`src/rtl/decode_stage.sv`:
```
// -----------------------------------------------------------------------------
// decode_stage
//
// Instruction decode stage for an RV64I-style pipeline. It decodes the
// instruction presented by fetch, reads the integer register file (with a
// bypass from the same-cycle writeback), builds the sign-extended immediate
// and registers the result into the decode->execute pipeline register.
//
// A load in the decode->execute register whose destination is needed by the
// instruction currently being decoded raises stall_o. Fetch then holds PC and
// instruction while this stage inserts a bubble. A redirect from execute
// (branchtaken) flushes the pipeline register and overrides any stall.
//
// Ports
//   clk_i               single clock, rising edge
//   reset_i             synchronous active-high reset
//   InstructionMem_out  instruction from fetch (32 bits)
//   pc_i                PC of InstructionMem_out
//   branchtaken         redirect from execute, flushes the output register
//   wb_we_i / wb_rd_i / wb_data_i   register file writeback port
//   stall_o             combinational load-use hold request to fetch
//   valid_o .. funct7b5_o            registered decode->execute payload
//   reg_we_o .. illegal_o            registered control bits
// -----------------------------------------------------------------------------
module decode_stage #(
    parameter int unsigned XLEN  = 64,
    parameter int unsigned NREGS = 32
) (
    input  logic            clk_i,
    input  logic            reset_i,
    input  logic [31:0]     InstructionMem_out,
    input  logic [XLEN-1:0] pc_i,
    input  logic            branchtaken,
    input  logic            wb_we_i,
    input  logic [4:0]      wb_rd_i,
    input  logic [XLEN-1:0] wb_data_i,
    output logic            stall_o,
    output logic            valid_o,
    output logic [XLEN-1:0] pc_o,
    output logic [XLEN-1:0] rs1_data_o,
    output logic [XLEN-1:0] rs2_data_o,
    output logic [XLEN-1:0] imm_o,
    output logic [4:0]      rs1_o,
    output logic [4:0]      rs2_o,
    output logic [4:0]      rd_o,
    output logic [2:0]      funct3_o,
    output logic            funct7b5_o,
    output logic            reg_we_o,
    output logic            mem_read_o,
    output logic            mem_write_o,
    output logic            branch_o,
    output logic            jal_o,
    output logic            jalr_o,
    output logic            alu_src_imm_o,
    output logic            lui_o,
    output logic            auipc_o,
    output logic            word_op_o,
    output logic            illegal_o
);

    // ------------------------------------------------------------------
    // Opcode encodings
    // ------------------------------------------------------------------
    localparam logic [6:0] OPC_LOAD     = 7'b0000011;
    localparam logic [6:0] OPC_STORE    = 7'b0100011;
    localparam logic [6:0] OPC_BRANCH   = 7'b1100011;
    localparam logic [6:0] OPC_OP_IMM   = 7'b0010011;
    localparam logic [6:0] OPC_OP       = 7'b0110011;
    localparam logic [6:0] OPC_OP_IMM32 = 7'b0011011;
    localparam logic [6:0] OPC_OP32     = 7'b0111011;
    localparam logic [6:0] OPC_LUI      = 7'b0110111;
    localparam logic [6:0] OPC_AUIPC    = 7'b0010111;
    localparam logic [6:0] OPC_JAL      = 7'b1101111;
    localparam logic [6:0] OPC_JALR     = 7'b1100111;

    // ------------------------------------------------------------------
    // Instruction fields
    // ------------------------------------------------------------------
    logic [31:0] instr;
    logic [6:0]  opcode;
    logic [4:0]  rs1;
    logic [4:0]  rs2;
    logic [4:0]  rd;
    logic [2:0]  funct3;

    assign instr  = InstructionMem_out;
    assign opcode = instr[6:0];
    assign rd     = instr[11:7];
    assign funct3 = instr[14:12];
    assign rs1    = instr[19:15];
    assign rs2    = instr[24:20];

    logic is_load, is_store, is_branch, is_op_imm, is_op;
    logic is_op_imm32, is_op32, is_lui, is_auipc, is_jal, is_jalr;
    logic is_legal;

    assign is_load     = (opcode == OPC_LOAD);
    assign is_store    = (opcode == OPC_STORE);
    assign is_branch   = (opcode == OPC_BRANCH);
    assign is_op_imm   = (opcode == OPC_OP_IMM);
    assign is_op       = (opcode == OPC_OP);
    assign is_op_imm32 = (opcode == OPC_OP_IMM32);
    assign is_op32     = (opcode == OPC_OP32);
    assign is_lui      = (opcode == OPC_LUI);
    assign is_auipc    = (opcode == OPC_AUIPC);
    assign is_jal      = (opcode == OPC_JAL);
    assign is_jalr     = (opcode == OPC_JALR);

    assign is_legal = is_load | is_store | is_branch | is_op_imm | is_op |
                      is_op_imm32 | is_op32 | is_lui | is_auipc | is_jal | is_jalr;

    // ------------------------------------------------------------------
    // Register file (x0 is never written and always reads as zero)
    // ------------------------------------------------------------------
    logic [XLEN-1:0] regs [NREGS];

    always_ff @(posedge clk_i) begin
        if (reset_i) begin
            for (int unsigned i = 0; i < NREGS; i++) begin
                regs[i] <= '0;
            end
        end else if (wb_we_i && (wb_rd_i != 5'd0)) begin
            regs[wb_rd_i] <= wb_data_i;
        end
    end

    logic [XLEN-1:0] rs1_rdata;
    logic [XLEN-1:0] rs2_rdata;

    // Writeback in the same cycle is forwarded so decode never sees stale data.
    always_comb begin
        rs1_rdata = '0;
        if (rs1 != 5'd0) begin
            if (wb_we_i && (wb_rd_i == rs1)) begin
                rs1_rdata = wb_data_i;
            end else begin
                rs1_rdata = regs[rs1];
            end
        end
    end

    always_comb begin
        rs2_rdata = '0;
        if (rs2 != 5'd0) begin
            if (wb_we_i && (wb_rd_i == rs2)) begin
                rs2_rdata = wb_data_i;
            end else begin
                rs2_rdata = regs[rs2];
            end
        end
    end

    // ------------------------------------------------------------------
    // Immediate generation
    // ------------------------------------------------------------------
    logic [XLEN-1:0] imm_i, imm_s, imm_b, imm_u, imm_j;

    assign imm_i = {{(XLEN-12){instr[31]}}, instr[31:20]};
    assign imm_s = {{(XLEN-12){instr[31]}}, instr[31:25], instr[11:7]};
    assign imm_b = {{(XLEN-13){instr[31]}}, instr[31], instr[7],
                    instr[30:25], instr[11:8], 1'b0};
    assign imm_u = {{(XLEN-32){instr[31]}}, instr[31:12], 12'b0};
    assign imm_j = {{(XLEN-21){instr[31]}}, instr[31], instr[19:12],
                    instr[20], instr[30:21], 1'b0};

    logic [XLEN-1:0] dec_imm;

    always_comb begin
        dec_imm = '0;
        if (is_load || is_op_imm || is_op_imm32 || is_jalr) begin
            dec_imm = imm_i;
        end else if (is_store) begin
            dec_imm = imm_s;
        end else if (is_branch) begin
            dec_imm = imm_b;
        end else if (is_lui || is_auipc) begin
            dec_imm = imm_u;
        end else if (is_jal) begin
            dec_imm = imm_j;
        end
    end

    // ------------------------------------------------------------------
    // Load-use hazard detection
    // ------------------------------------------------------------------
    logic uses_rs1;
    logic uses_rs2;
    logic load_use;

    assign uses_rs1 = is_legal & ~(is_lui | is_auipc | is_jal);
    assign uses_rs2 = is_store | is_branch | is_op | is_op32;

    assign load_use = valid_o && mem_read_o && (rd_o != 5'd0) &&
                      ((uses_rs1 && (rd_o == rs1)) || (uses_rs2 && (rd_o == rs2)));

    // A flush discards the dependent instruction anyway, so it cancels the hold.
    assign stall_o = load_use & ~branchtaken;

    // ------------------------------------------------------------------
    // Next decode->execute payload; zero (bubble) unless an instruction issues
    // ------------------------------------------------------------------
    logic issue;
    assign issue = ~branchtaken & ~load_use;

    logic            nxt_valid;
    logic [XLEN-1:0] nxt_pc, nxt_rs1_data, nxt_rs2_data, nxt_imm;
    logic [4:0]      nxt_rs1, nxt_rs2, nxt_rd;
    logic [2:0]      nxt_funct3;
    logic            nxt_funct7b5;
    logic            nxt_reg_we, nxt_mem_read, nxt_mem_write, nxt_branch;
    logic            nxt_jal, nxt_jalr, nxt_alu_src_imm, nxt_lui, nxt_auipc;
    logic            nxt_word_op, nxt_illegal;

    always_comb begin
        nxt_valid       = 1'b0;
        nxt_pc          = '0;
        nxt_rs1_data    = '0;
        nxt_rs2_data    = '0;
        nxt_imm         = '0;
        nxt_rs1         = '0;
        nxt_rs2         = '0;
        nxt_rd          = '0;
        nxt_funct3      = '0;
        nxt_funct7b5    = 1'b0;
        nxt_reg_we      = 1'b0;
        nxt_mem_read    = 1'b0;
        nxt_mem_write   = 1'b0;
        nxt_branch      = 1'b0;
        nxt_jal         = 1'b0;
        nxt_jalr        = 1'b0;
        nxt_alu_src_imm = 1'b0;
        nxt_lui         = 1'b0;
        nxt_auipc       = 1'b0;
        nxt_word_op     = 1'b0;
        nxt_illegal     = 1'b0;
        if (issue) begin
            nxt_valid       = 1'b1;
            nxt_pc          = pc_i;
            nxt_rs1_data    = rs1_rdata;
            nxt_rs2_data    = rs2_rdata;
            nxt_imm         = dec_imm;
            nxt_rs1         = rs1;
            nxt_rs2         = rs2;
            nxt_rd          = rd;
            nxt_funct3      = funct3;
            nxt_funct7b5    = instr[30];
            // Illegal opcodes fall through with every control bit low.
            nxt_reg_we      = is_legal & ~is_store & ~is_branch & (rd != 5'd0);
            nxt_mem_read    = is_load;
            nxt_mem_write   = is_store;
            nxt_branch      = is_branch;
            nxt_jal         = is_jal;
            nxt_jalr        = is_jalr;
            nxt_alu_src_imm = is_load | is_store | is_op_imm | is_op_imm32 | is_jalr;
            nxt_lui         = is_lui;
            nxt_auipc       = is_auipc;
            nxt_word_op     = is_op_imm32 | is_op32;
            nxt_illegal     = ~is_legal;
        end
    end

    // ------------------------------------------------------------------
    // Decode->execute pipeline register
    // ------------------------------------------------------------------
    always_ff @(posedge clk_i) begin
        if (reset_i) begin
            valid_o       <= 1'b0;
            pc_o          <= '0;
            rs1_data_o    <= '0;
            rs2_data_o    <= '0;
            imm_o         <= '0;
            rs1_o         <= '0;
            rs2_o         <= '0;
            rd_o          <= '0;
            funct3_o      <= '0;
            funct7b5_o    <= 1'b0;
            reg_we_o      <= 1'b0;
            mem_read_o    <= 1'b0;
            mem_write_o   <= 1'b0;
            branch_o      <= 1'b0;
            jal_o         <= 1'b0;
            jalr_o        <= 1'b0;
            alu_src_imm_o <= 1'b0;
            lui_o         <= 1'b0;
            auipc_o       <= 1'b0;
            word_op_o     <= 1'b0;
            illegal_o     <= 1'b0;
        end else begin
            valid_o       <= nxt_valid;
            pc_o          <= nxt_pc;
            rs1_data_o    <= nxt_rs1_data;
            rs2_data_o    <= nxt_rs2_data;
            imm_o         <= nxt_imm;
            rs1_o         <= nxt_rs1;
            rs2_o         <= nxt_rs2;
            rd_o          <= nxt_rd;
            funct3_o      <= nxt_funct3;
            funct7b5_o    <= nxt_funct7b5;
            reg_we_o      <= nxt_reg_we;
            mem_read_o    <= nxt_mem_read;
            mem_write_o   <= nxt_mem_write;
            branch_o      <= nxt_branch;
            jal_o         <= nxt_jal;
            jalr_o        <= nxt_jalr;
            alu_src_imm_o <= nxt_alu_src_imm;
            lui_o         <= nxt_lui;
            auipc_o       <= nxt_auipc;
            word_op_o     <= nxt_word_op;
            illegal_o     <= nxt_illegal;
        end
    end

endmodule

```
`config.mk`:
```
export PLATFORM = sky130hd
export DESIGN_NAME = decode_stage
export DESIGN_NICKNAME = d
export VERILOG_FILES = /design/src/rtl/decode_stage.sv
export SDC_FILE = /design/constraint.sdc
export NUM_CORES = 2
export LEC_CHECK = 0
export CAP_MARGIN = 15
export CORE_ASPECT_RATIO = 0.6
export CORE_MARGIN = 2
export CORE_UTILIZATION = 56
export CTS_BUF_LIST = sky130_fd_sc_hd__clkbuf_8 sky130_fd_sc_hd__clkbuf_16
export DETAILED_ROUTE_END_ITERATION = 7
export GPL_ROUTABILITY_DRIVEN = 0
export PLACE_DENSITY = 0.77
export RECOVER_POWER = 50
export SETUP_SLACK_MARGIN = 0.3
export SLEW_MARGIN = 20
export SYNTH_ARGS = -nofsm -noshare
export SYNTH_HDL_FRONTEND = slang
export SYNTH_SLANG_ARGS = --single-unit
```
`constraint.sdc`:
```
create_clock -name clk_i -period 3.43 [get_ports clk_i]
set_input_delay 0.8575 -clock clk_i [delete_from_list [all_inputs] [get_ports clk_i]]
set_output_delay 0.8575 -clock clk_i [all_outputs]
set_load 0.01 [all_outputs]
```
==> metrics.csv <==
metric,value,unit
run status,finished with violations,
failing checks,"DRC, capacitance limit, slew limit, setup timing",
clk_skew,0.0503,ns
Metal-1 WL,141,mm
P_leak,47.7,nW
Synth cell types,65,
endpoints failing setup,1639,
clk buf depth,4,
"antenna viol nets, final",0,
Hold Crit Class,input port to flip-flop,
die width,593,um
minimum clock period,3.70,ns
Worst Setup Start Kind,input port,
Worst path slowest cell,clkbuf_4,
"Seq/Total Area, Yosys",0.570,
sequential power share,0.503,
final hold vios,0,
hold_buf cts,0,
CP bufs+invs,3,
vias per cell,7.21,
asr flop ratio synth,0,
max layer used,met5,
initial antenna violation count,37,
Die ar.,0.212,mm2
RSZ-0062 raised after global routing,yes,
Power Total,65.3,mW
Core Footprint,0.207,mm2
DP HPWL,255,mm
total track usage,0.398,
DR iter-0 viols,17520,
final setup margin,-0.269,ns
GR Overflow Total,0,
Met3 Wirelength,80.8,mm
drt pass-1 iters,8,
P&R area growth vs syn,15.4,%
Mapped Cells,7895,
synth top area cells,"edfxtp_1 (53%), mux4_2 (18%), and2_1 (11%), mux2i_1 (4.6%), dfxtp_1 (4.4%)",
Crit path largest cell delay,1.58,ns
DRC,1,
worst endpoint required time,3.97,ns
final WL,427,mm
Internal Power,48.8,mW
nets,8492,
I/O pin count,457,
Synth area leader,edfxtp_1,
Slew @ Worst Pin,1.99,ns
die boundary height,358,um
first-pass GRT wire length,593,mm
Synth Area per Inst,14.8,um2
Critical Path AT,4.23,ns
power density over cell area,485,mW/mm2
Switching Share,0.253,
share of power burned in the clock network,0.367,
vias in the first global route,79241,
critical-path cell list,clkbuf_1 -> clkbuf_4 -> or2_2 -> buf_12,
Comb power frac,0.130,
synthesized flop and latch total,2303,
"EDFF count, synth",2048,
worst-path maximum fanout,83,
clk_lat worst skew,0.91,ns
minimum hold slack,0.356,ns
critical path type,input port to flip-flop,
fin crit share,1.08,
yosys warns,0,
CTS Buf Count,215,
ys flop type,edfxtp_1,
DR WL/cell,37.9,um
Worst-path clk slew,0.07,ns
row count,129,
clock root buffer,clkbuf_16,
f_max,270,MHz
Synth Cell Area,0.117,mm2
Via Count,81325,
layout cells sized above 1,0.231,
CTS sink count,2303,
met2 WL,178,mm
crit end category,flip-flop,
H-tree depth reported by CTS,4,
switching power,16.5,mW
Max Slew Vio Count,473,
crit-path leading delay family,buffers and inverters,
Initial Utilization,0.565,
worst vdd ir,402,uV
largest net degree at the start of global routing,84,
top-area cell type share of the netlist area,0.527,
I/O Buffers,456,
Max-slew headroom,-0.328,
Max-cap violations,8,
CTS tree,built,
==> registers in the layout (all words and copies together) (netlist names), 3 cells and up <==
register and cells:
regs 2048, pc_o 64, rs2_data_o 64, funct3_o 3, rs1_data_o 64, rs2_o 5
rd_o 5, imm_o 32, rs1_o 5
==> stage by stage <==
stage | setup TNS [ns] | instances | util | cell area (um2) | worst slack, ns
after floorplan | 0 | 7958 | - | 117000 | 0.312
after global routing | -1.15 | 11256 | 0.652 | 135000 | -0.114
final | -174.31 | 11286 | 0.652 | 135000 | -0.269
after global placement | -39.53 | 10851 | 0.624 | 129000 | -1.05
after detailed placement | -39.41 | 10851 | 0.624 | 129000 | -0.966
after CTS | -0.0162 | 11248 | 0.658 | 136000 | -0.0162
==> kinds of logic (layout without fill, tap and decap cells) <==
family                 Yosys count  after routing  share of synthesized area
XOR/XNOR                        20             20                    0.00150
AND/OR/NAND/NOR               2659           2659                      0.135
flip-flops                    2303           2303                      0.570
AO/OA/AOI/OAI                  491            491                     0.0289
multiplexers                  1542           1542                      0.233
buffers and inverters          879           1420                     0.0314
other                            1            100                  0.0000321
==> worst paths after layout <==
path                                            start        endpoint  slack [ns]  cells after the start
worst min-delay path            InstructionMem_out[3]        branch_o        0.36                      3
worst min register to register            regs[28][2]   rs1_data_o[2]        0.84                      5
worst max-delay path                          reset_i    regs[16][56]       -0.27                      4
worst max register to register                rd_o[2]  rs1_data_o[60]        0.31                      7
==> cell type report <==
cell class                      count  area, um2
Fill cell                       14207      71900
Sequential cell                  2303      66600
Multi-Input combinational cell   4776      47100
Timing Repair Buffer             1023      10700
Clock buffer                      232       5650
Tap cell                         2751       3440
Clock inverter                    161       1140
Antenna cell                       36       90.1
Inverter                            4       23.8
==> Yosys cell counts (all sizes together), types with 7 or more instances <==
library cell,n
and2,2072
edfxtp,2048
mux4,935
clkbuf,626
mux2i,538
dfxtp,255
buf,249
nor2,209
o22ai,205
nor3,188
a21oi,83
nand2,72
mux2,69
o21ai,38
or2,36
a22oi,31
a211oi,29
nor2b,21
a221o,20
a221oi,20
nand3,17
xor2,12
o211ai,11
nand2b,10
o211a,10
and3,9
a2111oi,8
nand3b,8
o221ai,8
xnor2,8
a311oi,7
==> placed cells by master (no fill, tap or decap), types with 38 or more instances in the layout <==
cell type / netlist / layout
mux2_2: 69 / 69
buf_4: 42 / 295
clkdlybuf4s50_1: 0 / 430
nor2_1: 209 / 192
inv_1: 1 / 61
buf_12: 0 / 149
clkbuf_16: 0 / 218
and2_0: 1 / 391
o22ai_1: 205 / 205
mux4_2: 935 / 935
a21oi_1: 83 / 83
and2_1: 2071 / 1679
conb_1: 1 / 64
buf_6: 4 / 44
nand2_1: 72 / 69
mux2i_1: 538 / 538
edfxtp_1: 2048 / 2048
clkinv_2: 0 / 38
dfxtp_1: 255 / 250
nor3_1: 187 / 187
==> layer usage <==
metal / global-route usage / up-vias
met5: 0.00174 / -
met3: 0.165 / 1652
met1: 0.535 / 40169
met4: 0.208 / 18
met2: 0.557 / 8778
li1: - / 30708
==> worst reg2reg max path: cells and delay by family, from the launching register on <==
kind | cells | cell delay [ns]
compound gates | 3 | 1.20
simple gates | 3 | 1.35
buf+inv | 1 | 0.16
flops | 1 | 0.37
==> power by group through the flow <==
stage,registers (mW),clock network [mW],logic (mW)
floorplan,33.1,0,4.68
global placement,33.2,0,8.19
detailed placement,33.4,0,8.30
CTS,32.8,23.8,8.36
global route,32.9,24.9,8.66
finish,32.8,24.0,8.51
==> repair_timing <==
action                     CTS  global route
hold endpoints to repair     0             0
buffers inserted             4             2
gates resized for setup     31            24
pin swaps                    7             9
setup endpoints to repair    1             1
No activity file was read; power rests on OpenSTA's default activity.
